File: src/rtl/ring_osc_meas_ctrl.sv
// ring_osc_meas_ctrl: sequences one ring-oscillator measurement run.
// A run enables the ring and waits WARMUP_CYCLES for it to settle. It then
// counts synchronized rising edges of the divided ring output over a window
// of GATE_CYCLES system clocks, and latches the result.
// Optional feature macro: MEAS_MINMAX_EN adds running min/max result ports.
module ring_osc_meas_ctrl #(
  parameter int GATE_CYCLES   = 50_000_000,
  parameter int WARMUP_CYCLES = 1024,
  parameter int CNT_W         = 25,
  parameter int SYNC_STAGES   = 2
) (
  input  logic             clk,
  input  logic             rst,
  input  logic             start,
  input  logic             osc_div_i,
  output logic             osc_en,
  output logic             busy,
  output logic             done,
  output logic [CNT_W-1:0] count,
  output logic             overflow,
  output logic             led
`ifdef MEAS_MINMAX_EN
  ,
  output logic [CNT_W-1:0] cnt_min,
  output logic [CNT_W-1:0] cnt_max
`endif
);

  localparam int GW = $clog2(GATE_CYCLES + 1);
  localparam int WW = $clog2(WARMUP_CYCLES + 1);

  localparam logic [GW-1:0]    GATE_LAST = GW'(GATE_CYCLES - 1);
  localparam logic [WW-1:0]    WARM_LAST = WW'(WARMUP_CYCLES - 1);
  localparam logic [CNT_W-1:0] CNT_MAX   = '1;

  localparam logic [1:0] S_IDLE    = 2'd0;
  localparam logic [1:0] S_WARMUP  = 2'd1;
  localparam logic [1:0] S_MEASURE = 2'd2;
  localparam logic [1:0] S_DONE    = 2'd3;

  logic [1:0]             state_q, state_d;
  logic [GW-1:0]          gate_q, gate_d;
  logic [WW-1:0]          warm_q, warm_d;
  logic [CNT_W-1:0]       edge_q, edge_d;
  logic                   ovf_int_q, ovf_int_d;
  logic [SYNC_STAGES-1:0] sync_q;
  logic                   sync_d_q;
  logic [CNT_W-1:0]       count_q;
  logic                   overflow_q;
  logic                   led_q;
  logic                   rise;
  logic                   finish;

  // Synchronize the asynchronous ring output, plus one flop for edge detection
  always_ff @(posedge clk or posedge rst) begin
    if (rst) begin
      sync_q   <= '0;
      sync_d_q <= 1'b0;
    end else begin
      sync_q   <= {sync_q[SYNC_STAGES-2:0], osc_div_i};
      sync_d_q <= sync_q[SYNC_STAGES-1];
    end
  end

  assign rise   = sync_q[SYNC_STAGES-1] & ~sync_d_q;
  // Last cycle of the window; results are captured on this edge so they
  // become visible together with the done pulse.
  assign finish = (state_q == S_MEASURE) && (gate_q == GATE_LAST);

  // Next-state logic: FSM sequencing, window timers and saturating edge count
  always_comb begin
    state_d   = state_q;
    gate_d    = gate_q;
    warm_d    = warm_q;
    edge_d    = edge_q;
    ovf_int_d = ovf_int_q;
    case (state_q)
      S_IDLE: begin
        if (start) begin
          state_d   = S_WARMUP;
          gate_d    = '0;
          warm_d    = '0;
          edge_d    = '0;
          ovf_int_d = 1'b0;
        end
      end
      S_WARMUP: begin
        // Rises are ignored here, but the sync chain keeps running so the
        // first MEASURE cycle does not see a stale edge.
        if (warm_q == WARM_LAST) state_d = S_MEASURE;
        else                     warm_d  = warm_q + 1'b1;
      end
      S_MEASURE: begin
        if (rise) begin
          if (edge_q == CNT_MAX) ovf_int_d = 1'b1;
          else                   edge_d    = edge_q + 1'b1;
        end
        if (gate_q == GATE_LAST) state_d = S_DONE;
        else                     gate_d  = gate_q + 1'b1;
      end
      S_DONE:  state_d = S_IDLE;
      default: state_d = S_IDLE;
    endcase
  end

  // Control state registers
  always_ff @(posedge clk or posedge rst) begin
    if (rst) begin
      state_q   <= S_IDLE;
      gate_q    <= '0;
      warm_q    <= '0;
      edge_q    <= '0;
      ovf_int_q <= 1'b0;
    end else begin
      state_q   <= state_d;
      gate_q    <= gate_d;
      warm_q    <= warm_d;
      edge_q    <= edge_d;
      ovf_int_q <= ovf_int_d;
    end
  end

  // Result latch: held until the next completed run, never cleared by start
  always_ff @(posedge clk or posedge rst) begin
    if (rst) begin
      count_q    <= '0;
      overflow_q <= 1'b0;
      led_q      <= 1'b0;
    end else if (finish) begin
      count_q    <= edge_d;
      overflow_q <= ovf_int_d;
      led_q      <= ~led_q;
    end
  end

`ifdef MEAS_MINMAX_EN
  logic [CNT_W-1:0] min_q, max_q;

  // Running extremes; the reset values make the first run load both
  always_ff @(posedge clk or posedge rst) begin
    if (rst) begin
      min_q <= '1;
      max_q <= '0;
    end else if (finish) begin
      if (edge_d < min_q) min_q <= edge_d;
      if (edge_d > max_q) max_q <= edge_d;
    end
  end

  assign cnt_min = min_q;
  assign cnt_max = max_q;
`endif

  assign osc_en   = (state_q == S_WARMUP) || (state_q == S_MEASURE);
  assign busy     = osc_en;
  assign done     = (state_q == S_DONE);
  assign count    = count_q;
  assign overflow = overflow_q;
  assign led      = led_q;

endmodule

File: config.mk
export PLATFORM = sky130hd
export DESIGN_NAME = ring_osc_meas_ctrl
export DESIGN_NICKNAME = d
export VERILOG_FILES = /design/src/rtl/ring_osc_meas_ctrl.sv
export SDC_FILE = /design/constraint.sdc
export NUM_CORES = 1
export LEC_CHECK = 0
export BUFFER_PORTS_ARGS = -buffer_cell sky130_fd_sc_hd__buf_2
export CAP_MARGIN = 20
export CORE_MARGIN = 3
export CORE_UTILIZATION = 30
export DETAILED_ROUTE_END_ITERATION = 10
export PLACE_DENSITY = 0.48
export SLEW_MARGIN = 20
export SYNTH_ARGS = -nofsm -noshare
export SYNTH_HDL_FRONTEND = slang
export SYNTH_SLANG_ARGS = --single-unit
File: constraint.sdc
create_clock -name clk -period 2.6 [get_ports clk]
set_input_delay 0.26 -clock clk [delete_from_list [all_inputs] [get_ports clk]]
set_output_delay 0.26 -clock clk [all_outputs]
set_load 0.01 [all_outputs]
# Yosys cells after proc, flatten, opt, wreduce, memory -nomap -nowiden

Cells that the tools add are included.

Equality and inequality tests: 11
Reductions and logical operators: 8
Magnitude comparators: 0
$mul: 0
Muxes and demuxes: 18
Bitwise gates (word level): 3
Divide/modulo/power cells: 0
Shifts and indexed selects: 0
Add/subtract/negate cells: 3

Operators with widths:

| kind                                                   | count |
|---|---|
| two-way mux 25 bit                                     | 3 |
| two-way mux 26 bit                                     | 2 |
| case mux 26 bit (2 select lines)                       | 1 |
| case mux 25 bit (2 select lines)                       | 1 |
| adder 26 x 1 -> 26 bit (second input constant)         | 1 |
| equality test 26 bit (second input constant)           | 1 |
| adder 25 x 1 -> 25 bit (second input constant)         | 1 |
| equality test 25 bit (second input constant)           | 1 |
| two-way mux 11 bit                                     | 2 |
| case mux 11 bit (2 select lines)                       | 1 |
| adder 11 x 1 -> 11 bit (second input constant)         | 1 |
| equality test 11 x 10 -> 1 bit (second input constant) | 1 |
| inequality test 2 bit (second input constant)          | 5 |
| AND reduction 3 bit                                    | 3 |
| case mux 2 bit (4 select lines)                        | 1 |
| two-way mux 2 bit                                      | 3 |
| equality test 2 bit (second input constant)            | 2 |
| nonzero test 2 bit                                     | 2 |
| two-way mux 1 bit                                      | 3 |
| equality test 2 x 1 -> 1 bit (second input constant)   | 1 |
| zero test 2 bit                                        | 1 |
| inverter 1 bit                                         | 2 |
| case mux 1 bit (2 select lines)                        | 1 |
| AND 1 bit                                              | 1 |
| other kinds (2)                                        | 2 |

Bits in registers: 95
Input port bits: 4
Memories kept: 0
Output and inout bits: 30
ROM bits: 0
Memory bits (writable): 0
Latch bits: 0
Word-level logic and storage cells: 53

# Longest topological paths before layout

Word-level depth: 4
Depth in mapped cells: 10
Gate-level depth less buffers: 7

# Worst setup path before layout

OpenSTA, ideal clock, no wires.

Path kind: register to register
Start: reg gate_q[0]
End: reg state_q[1]
Path slack: 0.516 ns
Cell stages (with the launch flop): 8
Buffers on the path: 1
Data arrival time: 1.959 ns
Period minus slack after synthesis: 2.084 ns
Setup time: 0.125 ns
Data required time: 2.475 ns
Cell sequence: dfrtp_1 > ha_1 > and2_0 > nand3_4 > or2_2 > buf_2 > a211oi_2 > mux2_2

Word-level cells in the longest chain between the ends: 3

Ends and longest elaborated chain:

| element                         | line | RTL |
|---|---|---|
| from (decl)                     | 42   | `logic [GW-1:0] gate_q, gate_d;` |
| from (signal assigned)          | 116  | `gate_q <= gate_d;` |
| equality test 26 bit            | 98   | `if (gate_q == GATE_LAST) state_d = S_DONE;` |
| inequality test 2 bit (no line) | --   |  |
| AND reduction 3 bit (no line)   | --   |  |
| to (signal assigned)            | 115  | `state_q <= state_d;` |
| to (decl)                       | 41   | `logic [1:0] state_q, state_d;` |

Every way passes these cells.
A chain may end at the register's enable or synchronous reset.

# Final worst setup path

Start: reg edge_q[3]
End: reg count_q[14], in the netlist count[14]

Word-level cells in the longest chain between the ends: 4
Elaborated cells on any way between the ends: 5
Classes of those cells: add/sub (1); eq/ne (1); mux (3)

Ends and longest elaborated chain:

| element                                                        | line   | RTL |
|---|---|---|
| from (decl)                                                    | 44     | `logic [CNT_W-1:0] edge_q, edge_d;` |
| from (signal assigned)                                         | 118    | `edge_q <= edge_d;` |
| adder 25 x 1 -> 25 bit or equality test 25 bit (tied branches) | 96, 95 |  |
| two-way mux 25 bit (*)                                         | 95     | `if (edge_q == CNT_MAX) ovf_int_d = 1'b1;` |
| two-way mux 25 bit (*)                                         | 94     | `if (rise) begin` |
| case mux 25 bit (2 select lines) (*)                           | 77     | `case (state_q)` |
| to (signal assigned)                                           | 130    | `count_q <= edge_d;` |
| to (decl)                                                      | 48     | `logic [CNT_W-1:0] count_q;` |

Mark *: on every way between the ends. The rest lies on a longest branch, timed or not.

==> run_results.csv <==
group,metric,value,unit
place,io_buffers,33,
pwr,switching_share,0.3784,
synth,yosys_register_bits,95,
clock_tree,worstSkewPairLatency,360,ps
synth,synth_seq_area_share,0.4435,
route,antenna_left,0,
synth,synth_fp_nets,601,
cells_and_area,fin_cells,848,
global_routing,antenna_found_initial,0,
pwr,pwr-share-comb,0.313,
sta,relSlewSlack,0.4726,
cells_and_area,syn2layout_area_growth,13.84,%
floorplan,core,17420,µm²
clock_tree,clock-sinks,95,
pwr,p_leak,2.548,nW
global_routing,grt_pass1_vias,4442,
sta,fin_crit,2378,ps
place,place_ws,-69.88,ps
worst_setup_path,timing.rr.end,"count[14]",
synth,synth-edff-count,0,
worst_setup_path,r2r_slack,220,ps
pwr,p_seq_frac,0.400,
worst_setup_path,arrival,2610,ps
global_routing,grt_overflow,0,
cells_and_area,n_antenna_cell,0,
run_status,outcome,"completed",
place,place_hpwl,9694,µm
sta,whs,116.2,ps
pwr,p_int,2.895,mW
floorplan,io_pins,34,
route,dr.pass1.iters,5,
synth,ys.flop_type,"dfrtp_1",
clock_tree,clockBufferDepth,2,
sta,finalSetupViolCount,0,
clock_tree,tritoncts,"built",
clock_tree,numCtsBuffers,9,
pwr,power_density,763.3,nW/µm²
pwr,vdd_drop_max,0.0003208,V
sta,max_freq,0.4206,GHz
worst_setup_path,critical_path_class,"flop to flop",
worst_setup_path,rr_startpoint,"edge_q[3]",
pwr,power,4.658,mW
global_routing,grt_first_pass_wirelength,23730,µm
sta,clock_skew,9.244,ps
worst_setup_path,critical_path_required,2830,ps
sta,tns,0,ps
worst_setup_path,cp-end-kind,"flop",
cells_and_area,final_area,6102,µm²
global_routing,grt_use_total,0.1491,
route,drtIter0Drc,265,
sta,fin_ws,222.2,ps
clock_tree,cts-root-buf,"clkbuf_16",
cells_and_area,utilization,0.3504,
global_routing,grt_max_degree,49,
synth,yosys_warnings,0,
job,cap_violations,0,
route,viasPerCell,5.432,
worst_setup_path,cp_max_fo,8,
synth,synth_area_per_cell,9.085,µm²
floorplan,die-area,19510,µm²
synth,synthArstFlopShare,1.000,
place,dpl-instance-area,5794,µm²
synth,syn-instance-count,590,
place,dp_cells,831,
route,drc_errors,0,
floorplan,dieWidth,139.7,µm
clock_tree,cts_setup_buffers,0,
cells_and_area,final_cell_mix,"dfrtp_1 (95), nand2_1 (73), nor2_1 (54)",
sta,maxSlewViolCount,0,
pwr,p_sw,1.763,mW
route,routed_wl,14260,µm
sta,min_period_over_period,0.9145,
sta,tightest_slew,788.1,ps
route,detail_route.wl_per_cell,16.82,µm
worst_setup_path,r2r_cells,6,
cells_and_area,final_common_cell,"dfrtp_1",
cells_and_area,drive_above_1_share,0.1541,
floorplan,initial_core_util,0.3078,
synth,yosysUniqueCellTypes,69,
worst_setup_path,cp-start-kind,"flop",
clock_tree,clk_pin_slew,70,ps
sta,finalHoldViolCount,0,
floorplan,die_height,139.7,µm
min_path,hold_class,"input pin to asynchronous set/reset pin",
route,vias,4606,
sta,rsz0062_at_grt,"no",
synth,syn-cell-area,5360,µm²
pwr,power_frac_clock,0.288,
floorplan,rows,48,
clock_tree,h-tree-depth,3,
place,place.gp.congestion,0.8891,
cells_and_area,nets,629,
[how the worst max path moves through the flow]
stage / startpoint / endpoint / slack (ps) / cells past startpoint
after floorplan: gate_q[0] / state_q[1] / 520 / 7
after global placement: edge_q[3] / count[14] / -100 / 6
after detailed placement: edge_q[3] / count[14] / -70 / 6
after CTS: edge_q[3] / count[14] / 60 / 6
after global routing: edge_q[3] / count[21] / 30 / 5
final: edge_q[3] / count[14] / 220 / 6
[power groups by stage]
stage	registers, mW	clock network [mW]	logic (mW)
floorplan	1.78	0	1.10
global placement	1.88	0	1.44
detailed placement	1.88	0	1.46
CTS	1.86	1.39	1.47
global route	1.90	1.46	1.63
finish	1.86	1.34	1.46
[cell usage after synthesis (2+ instances only)]
master / count / share of area
nand2_1: 73 / 0.051
xnor2_1: 10 / 0.016
and4b_1: 3 / 0.0056
dfrtp_1: 95 / 0.44
a41oi_1: 6 / 0.0098
nor4_1: 13 / 0.015
or3_1: 6 / 0.0070
nor4b_1: 3 / 0.0049
inv_1: 12 / 0.0084
a31o_2: 2 / 0.0033
o21ai_1: 2 / 0.0019
nand3b_1: 2 / 0.0028
o211ai_1: 7 / 0.0098
o21ai_0: 32 / 0.030
a22o_1: 6 / 0.0098
xor2_1: 8 / 0.013
and2_1: 2 / 0.0023
buf_6: 3 / 0.0063
a2bb2oi_1: 2 / 0.0033
a21oi_1: 26 / 0.024
nor3b_1: 2 / 0.0028
o31ai_1: 7 / 0.0098
a31oi_1: 19 / 0.022
nand4_4: 2 / 0.0079
mux2_2: 6 / 0.013
nand2b_1: 2 / 0.0023
nor3_1: 21 / 0.020
or4_1: 4 / 0.0056
clkbuf_1: 14 / 0.0098
o31ai_2: 2 / 0.0047
nor2_1: 54 / 0.038
and3_1: 16 / 0.019
o22ai_1: 4 / 0.0047
nand3_1: 23 / 0.021
buf_4: 4 / 0.0056
buf_2: 14 / 0.013
ha_1: 7 / 0.016
nor2b_1: 3 / 0.0035
o311ai_0: 2 / 0.0033
mux2i_1: 9 / 0.017
o21a_1: 3 / 0.0042
buf_1: 6 / 0.0042
a21o_1: 7 / 0.0098
and4_1: 8 / 0.013
nand4_1: 14 / 0.016
[sequential cells by signal, indices dropped and copies added, names as in the netlist]
signal / cells
edge_q: 25
sync_q: 2
led: 1
state_q: 2
count: 25
gate_q: 26
sync_d_q: 1
warm_q: 11
ovf_int_q: 1
overflow: 1
[routing by layer]
| layer | vias to the layer above | global-route usage | part of all wire |
|---|---|---|---|
| li1 | 2234 | - | - |
| met1 | 2253 | 0.2116 | 0.49 |
| met2 | 101 | 0.2239 | 0.45 |
| met3 | 18 | 0.03608 | 0.044 |
| met4 | 0 | 0.04946 | 0.016 |
| met5 | - | 0 | 0 |
[layout make-up]
class,instances,area (µm²)
Fill cell,1814,11310
Multi-Input combinational cell,442,2735
Sequential cell,95,2377
Timing Repair Buffer,58,367.9
Tap cell,225,281.5
Clock buffer,12,246.5
Inverter,12,48.80
Clock inverter,4,45.04
[cell families (layout without fill, tap and decap cells)]
family | count (synthesis) | in the layout | synth area share
and+or+nand+nor | 261 | 261 | 0.2572
AOI/OAI and AO/OA | 141 | 141 | 0.1767
DFF | 95 | 95 | 0.4435
buffers and inverters | 53 | 86 | 0.04738
xor gates and xnor gates | 18 | 18 | 0.02941
muxes | 15 | 15 | 0.02941
adders and majority gates | 7 | 7 | 0.01634
[worst max-delay path, stage by stage, from the launching register on]
cell and delay [ps]:
dfrtp_1 470, and4_1 480, nand4_1 320, a2111oi_2 510
buf_4 190, a2bb2oi_1 190, o31ai_1 100
[timing repair]
action,4_1_cts,5_1_grt
hold buffers,1,0
cloned,0,0
resized for setup,1,1
endpoints found under the hold margin,1,0
pin swaps,0,0
setup endpoints to repair,2,2
(Power assumes the default switching activity.)
